File: config.mk
export PLATFORM = sky130hd
export DESIGN_NAME = psd_avg_ctrl
export DESIGN_NICKNAME = d
export VERILOG_FILES = /design/src/rtl/psd_avg_pkg.sv /design/src/rtl/psd_avg_lane.sv /design/src/rtl/psd_avg_ctrl.sv
export SDC_FILE = /design/constraint.sdc
export NUM_CORES = 2
export LEC_CHECK = 0
export CELL_PAD_IN_SITES_DETAIL_PLACEMENT = 1
export CELL_PAD_IN_SITES_GLOBAL_PLACEMENT = 1
export CORE_MARGIN = 2
export CORE_UTILIZATION = 30
export CTS_CLUSTER_SIZE = 16
export DETAILED_ROUTE_END_ITERATION = 10
export GPL_TIMING_DRIVEN = 0
export PLACE_DENSITY_LB_ADDON = 0.1
export SKIP_LAST_GASP = 1
export SLEW_MARGIN = 20
export SYNTH_ARGS = -nofsm -noshare
export SYNTH_HDL_FRONTEND = slang
export SYNTH_SLANG_ARGS = --single-unit
File: constraint.sdc
create_clock -name i_clk -period 5.2 [get_ports i_clk]
set_input_delay 0.78 -clock i_clk [delete_from_list [all_inputs] [get_ports i_clk]]
set_output_delay 0.78 -clock i_clk [all_outputs]
set_load 0.005 [all_outputs]
File: src/rtl/psd_avg_pkg.sv
// Shared constants and arithmetic helpers for the post-PSD X/Y averager.
package psd_avg_pkg;

   localparam logic MODE_BLOCK = 1'b0;
   localparam logic MODE_EMA   = 1'b1;

   // Working width of the rounder; wide enough for any practical DW+MAX_LOG2N.
   localparam int RS_W = 128;

   function automatic int acc_w(input int dw, input int max_log2n);
      return dw + max_log2n;
   endfunction

   // Divide by 2^l, rounding half toward +inf; l==0 passes the value through.
   function automatic logic signed [RS_W-1:0] round_shift(input logic signed [RS_W-1:0] acc,
                                                          input int unsigned l);
      logic signed [RS_W-1:0] bias;
      logic signed [RS_W-1:0] res;
      if (l == 0) begin
         res = acc;
      end else begin
         bias = RS_W'(1) << (l - 1);
         res  = (acc + bias) >>> l;
      end
      return res;
   endfunction

endpackage

File: src/rtl/psd_avg_lane.sv
// One channel of the averager: accumulator (block sum or EMA state) and output rounder.
module psd_avg_lane
   import psd_avg_pkg::*;
#(
   parameter int DW        = 36,
   parameter int MAX_LOG2N = 7,
   parameter int LW        = 3
) (
   input  logic          i_clk,
   input  logic          i_rst_n,
   input  logic          i_clear,
   input  logic          i_en,
   input  logic          i_load,
   input  logic          i_prime,
   input  logic          i_ema,
   input  logic [LW-1:0] i_lq,
   input  logic [DW-1:0] i_x,
   input  logic          i_upd,
   input  logic [LW-1:0] i_lo,
   output logic [DW-1:0] o_y
);

   localparam int ACC_W = acc_w(DW, MAX_LOG2N);

   logic signed [ACC_W-1:0] acc;
   logic signed [ACC_W-1:0] x_ext;
   logic signed [RS_W-1:0]  rs;

   assign x_ext = {{MAX_LOG2N{i_x[DW-1]}}, i_x};
   assign rs    = round_shift(RS_W'(acc), 32'(i_lo));

   always_ff @(posedge i_clk or negedge i_rst_n) begin
      if (!i_rst_n) begin
         acc <= '0;
         o_y <= '0;
      end else if (i_clear) begin
         acc <= '0;
      end else begin
         if (i_en) begin
            if (i_ema) begin
               if (i_prime) acc <= x_ext <<< i_lq;
               else         acc <= acc - (acc >>> i_lq) + x_ext;
            end else if (i_load) begin
               // first sample of a block overwrites, so blocks run back to back
               acc <= x_ext;
            end else begin
               acc <= acc + x_ext;
            end
         end
         if (i_upd) o_y <= rs[DW-1:0];
      end
   end

endmodule

File: src/rtl/psd_avg_ctrl.sv
// Post-PSD X/Y averager: decimating boxcar of 2^L samples or EMA with time constant 2^L.
module psd_avg_ctrl
   import psd_avg_pkg::*;
#(
   parameter int DW        = 36,
   parameter int MAX_LOG2N = 7,
   parameter int LW        = 3
) (
   input  logic                 i_clk,
   input  logic                 i_rst_n,
   input  logic                 i_valid,
   input  logic [DW-1:0]        i_X,
   input  logic [DW-1:0]        i_Y,
   input  logic [LW-1:0]        i_log2_n,
   input  logic                 i_mode,
   input  logic                 i_clear,
   output logic [DW-1:0]        o_X,
   output logic [DW-1:0]        o_Y,
   output logic                 o_valid,
   output logic [MAX_LOG2N:0]   o_fill
);

   localparam int FW = MAX_LOG2N + 1;

   logic [LW-1:0] l_in, eff_l, lq, l1, l2;
   logic          eff_mode, modeq, primed;
   logic [FW-1:0] fill, fill_lim;
   logic          acc_v, load_c, last_c;
   logic [1:0]    vld_pipe;
   logic [DW-1:0] x1, y1;
   logic          load1, prime1, ema1, last1;

   assign l_in  = (i_log2_n > LW'(MAX_LOG2N)) ? LW'(MAX_LOG2N) : i_log2_n;
   assign acc_v = i_valid & ~i_clear;

   // Config is taken live at a block boundary, otherwise from the latched copy.
   always_comb begin
      eff_mode = modeq;
      eff_l    = lq;
      if (fill == '0) begin
         eff_mode = i_mode;
         eff_l    = l_in;
      end
      fill_lim = (FW'(1) << eff_l) - FW'(1);
      load_c   = (fill == '0);
      last_c   = (eff_mode == MODE_EMA) || (fill == fill_lim);
   end

   always_ff @(posedge i_clk or negedge i_rst_n) begin
      if (!i_rst_n) begin
         fill     <= '0;
         lq       <= '0;
         modeq    <= MODE_BLOCK;
         primed   <= 1'b0;
         vld_pipe <= '0;
         x1       <= '0;
         y1       <= '0;
         l1       <= '0;
         l2       <= '0;
         load1    <= 1'b0;
         prime1   <= 1'b0;
         ema1     <= 1'b0;
         last1    <= 1'b0;
         o_valid  <= 1'b0;
      end else if (i_clear) begin
         fill     <= '0;
         lq       <= l_in;
         modeq    <= i_mode;
         primed   <= 1'b0;
         vld_pipe <= '0;
         o_valid  <= 1'b0;
      end else begin
         vld_pipe[0] <= acc_v;
         if (acc_v) begin
            lq     <= eff_l;
            modeq  <= eff_mode;
            x1     <= i_X;
            y1     <= i_Y;
            l1     <= eff_l;
            ema1   <= (eff_mode == MODE_EMA);
            load1  <= load_c;
            prime1 <= ~primed;
            last1  <= last_c;
            // any block-mode sample leaves the EMA needing a fresh prime
            primed <= (eff_mode == MODE_EMA);
            fill   <= last_c ? '0 : fill + FW'(1);
         end
         vld_pipe[1] <= vld_pipe[0] & last1;
         l2          <= l1;
         o_valid     <= vld_pipe[1];
      end
   end

   assign o_fill = fill;

   psd_avg_lane #(.DW(DW), .MAX_LOG2N(MAX_LOG2N), .LW(LW)) u_lane_x (
      .i_clk   (i_clk),
      .i_rst_n (i_rst_n),
      .i_clear (i_clear),
      .i_en    (vld_pipe[0]),
      .i_load  (load1),
      .i_prime (prime1),
      .i_ema   (ema1),
      .i_lq    (l1),
      .i_x     (x1),
      .i_upd   (vld_pipe[1]),
      .i_lo    (l2),
      .o_y     (o_X)
   );

   psd_avg_lane #(.DW(DW), .MAX_LOG2N(MAX_LOG2N), .LW(LW)) u_lane_y (
      .i_clk   (i_clk),
      .i_rst_n (i_rst_n),
      .i_clear (i_clear),
      .i_en    (vld_pipe[0]),
      .i_load  (load1),
      .i_prime (prime1),
      .i_ema   (ema1),
      .i_lq    (l1),
      .i_x     (y1),
      .i_upd   (vld_pipe[1]),
      .i_lo    (l2),
      .o_y     (o_Y)
   );

endmodule

==> results by group <==
GRT
  – First-pass GRT wire length: 316000 µm
  – M2 GR Usage: 56.2%
  – GRT Overall Usage: 35.9%
  – Overflow left after global routing: 0
  – Initial antenna violation count: 8
  – M1 GR Usage: 45.2%
  – Vias in the first global route: 42200
  – GRT met3 Usage: 8.51%
  – Largest net degree at the start of global routing: 83
  – GR peak layer: met2

Timing
  – Post-layout min period: 5.53 ns
  – Setup violations, final: 10
  – Worst hold slack: 0.473 ns
  – Final Cycle Share: 106%
  – Max Freq: 0.181 GHz
  – Max_slew headroom: 11.3%
  – Worst Max-Slew Pin Slew: 1.33 ns
  – Final Skew: 0.0341 ns
  – PnR worst setup slack: -0.332 ns
  – RSZ-0062 raised after global routing: yes
  – Pins Over Slew Limit: 0
  – Final hold vios: 0

Drt
  – Via density: 6.04
  – DRT Wirelength: 227000 µm
  – WL per Instance: 33.0 µm
  – Antenna-violating nets left: 0
  – DR pass1 iterations: 8
  – Routed vias: 41500
  – Starting DRC count in detailed routing: 3887
  – DR DRC count: 0

Run
  – Max Cap Violations: 0

Layout
  – Fraction of layout cells with a size suffix above 1: 13.4%
  – Commonest non-fill, non-tap cell in the layout: nand2_1
  – Final Net Count: 5654
  – Most frequent cells in the layout: nand2_1, a21oi_1, o21ai_0, inv_1, nor2_1
  – Layout overhead on the synthesized area: 24.7%
  – Filler Cell Count: 14500
  – Final core occ: 37.7%
  – Post-Layout Cell Count: 6877
  – Design area: 0.0451 mm²

Floorplanning
  – I/O Pins: 161
  – Die Y: 351 µm
  – Die Width: 351 µm
  – Starting density of the core: 30.2%
  – Die ar.: 0.123 mm²
  – Core Region: 0.120 mm²
  – FP Rows: 127

Placement
  – Dpl cell area: 0.0402 mm²
  – Placed cell count: 6691
  – Post-detail-place hpwl: 180000 µm
  – GP Congestion: 1.04
  – Port bufs: 160

Logic synthesis
  – Cell count after synthesis: 4851
  – Post-synthesis sequential area ratio: 17.7%
  – EDFF count, synth: 0
  – Top cells by area, synth: dfrtp_1, ha_1, nand2_1, o21ai_0, a21oi_1
  – Top-area cell type share of the netlist area: 17.7%
  – Synthesized area per cell: 7.46 µm²
  – Post-Syn Area: 0.0362 mm²
  – Cell taking the most area after synthesis: dfrtp_1
  – Yosys warning count: 0
  – Synth async-reset ratio: 100%
  – Synth cell types: 97
  – Most used DFF post-synth: dfrtp_1
  – Yosys reg bits: 256

Critical path
  – CP max-delay cell: o211ai_1
  – WP data required: 5.71 ns
  – Startpoint types: register
  – Top cell by count, worst path: clkbuf_16
  – CP Data Arrival Time: 6.04 ns
  – Worst path cell trace: clkbuf_16 -> clkbuf_16 -> buf_12 -> nand2_4 -> o21ai_4 -> mux4_2 -> fa_1 -> inv_2 -> ha_4 -> buf_6 -> nand4_1 -> buf_4 -> nor4_4 -> a32oi_4 -> o211ai_1 -> a2111oi_4 -> clkbuf_16 -> o31ai_4 -> xnor2_1 -> nor2_1 -> xnor2_1 -> a21oi_1 -> o311ai_2
  – Crit Path Class: reg2reg
  – Critical path's largest stage delay: 0.61 ns
  – Crit end category: register
  – Largest fanout on the critical path: 7

Outcome
  – Failing checks: negative setup slack
  – Status: complete, but fails checks

Clocking
  – Deepest clock path buffer count: 3
  – TritonCTS clock tree: yes
  – H-tree lvl count: 2
  – Clk Latency, worst-skew pair: 0.68 ns
  – Num CTS Buffers: 41
  – Clock-pin slew on the worst setup and hold paths: 0.06 ns
  – CTS root buffer: clkbuf_16
  – CTS Sinks: 256

Power and ir drop
  – Worst vdd ir: 0.000249 V
  – Pwr Density: 540 mW/mm²
  – Leakage: 19.4 nW

Hold path
  – Hold Path Class: reg2reg
-- final timing paths --
| path | startpoint | to | slack, ns | depth (start not counted) |
|---|---|---|---|---|
| min in group asynchronous | i_rst_n | u_lane_y.o_y[15] | 0.58 | 2 |
| worst max-delay path | l1[1] | u_lane_x.acc[42] | -0.33 | 23 |
| max in group asynchronous | i_rst_n | l1[0] | 3.26 | 4 |
| worst min-delay path | u_lane_x.o_y[0] | u_lane_x.o_y[0] | 0.47 | 1 |
| worst max register to register | l1[1] | u_lane_x.acc[42] | -0.33 | 23 |
| worst min register to register | u_lane_x.o_y[0] | u_lane_x.o_y[0] | 0.47 | 1 |
-- area by class of cell --
cell class	count	area (µm²)	share of cell area [%]
plain buffers	283	1870	4.14
inverters	388	1500	3.33
repair buffers	286	2750	6.09
well taps	1612	2020	4.47
flip-flops and latches	256	6420	14.2
diodes	5	12.5	0.0277
clock inverters	25	394	0.873
clock buffers	49	1110	2.45
multi-input cells	3973	29100	64.4
-- metal layers --
metal,wire length [µm],up-vias
met5,24,-
met4,14900,2
met3,19700,578
met2,99200,1849
met1,92900,21000
li1,-,18200
-- Yosys cell counts (all sizes together) (49+ instances only) --
cell type / n
a21o: 122
nand3: 95
o21bai: 54
clkbuf: 242
mux4: 52
nand4: 51
fa: 88
o211ai: 120
ha: 257
nor2: 319
a31oi: 51
a21oi: 438
mux2i: 180
xnor2: 129
buf: 57
xor2: 104
inv: 386
dfrtp: 256
nand2: 630
o21ai: 501
a211oi: 75
o21a: 49
nand2b: 55
nor3: 64
-- where the power goes --
group / internal (mW) / leakage, nW / switching (mW) / total [mW]
sequential: 2.45 / 3.24 / 0.894 / 3.35
combinational: 6.76 / 15.4 / 10.9 / 17.7
clock: 1.97 / 0.726 / 1.34 / 3.31
-- kinds of logic after synthesis --
group                      Yosys count  synth area share (%)
buffers and inverters              687                  7.17
xor gates and xnor gates           233                  5.64
muxes                              267                  9.36
other                                1                0.0104
adders and majority gates          345                  13.8
AOI/OAI and AO/OA                 1711                  29.9
DFF                                256                  17.7
and+or+nand+nor                   1351                  16.5
-- through the flow --
step	power, mW	setup slack [ns]	TNS (ns)
6_report	24.3	-0.332	-1.19
5_1_grt	25.6	-0.495	-3.33
4_1_cts	22.7	-0.304	-0.740
3_5_place_dp	18.1	-3.78	-375.95
3_3_place_gp	18.0	-10.10	-2938.89
2_1_floorplan	12.2	0.0692	0
-- critical path, delay by kind of cell, from the launching register on --
family / cells / cell delay [ns]
XOR/XNOR: 2 / 0.33
adder cells (fa/ha/maj): 2 / 0.83
AND/OR/NAND/NOR: 4 / 0.56
AO/OA/AOI/OAI: 7 / 1.67
flip-flops: 1 / 0.39
multiplexers: 1 / 0.49
buffers and inverters: 7 / 1.07
-- what timing repair did --
| action | CTS | global route |
|---|---|---|
| gates cloned | 0 | 3 |
| resized for setup | 449 | 234 |
| buffers inserted | 65 | 55 |
| pin swaps | 50 | 73 |
| endpoints found under the setup margin | 158 | 89 |
| hold buffers | 1 | 0 |
| endpoints found under the hold margin | 23 | 0 |
-- sequential cells by signal, indices dropped and copies added (netlist names) --
register and cells:
ema1 1, l1 3, l2 3, last1 1, load1 1, lq 3, modeq 1, o_fill 8
o_valid 1, prime1 1, primed 1, u_lane_x.acc 43, u_lane_x.o_y 36, u_lane_y.acc 43, u_lane_y.o_y 36, vld_pipe 2
x1 36, y1 36
No activity file was read; power rests on OpenSTA's default activity.
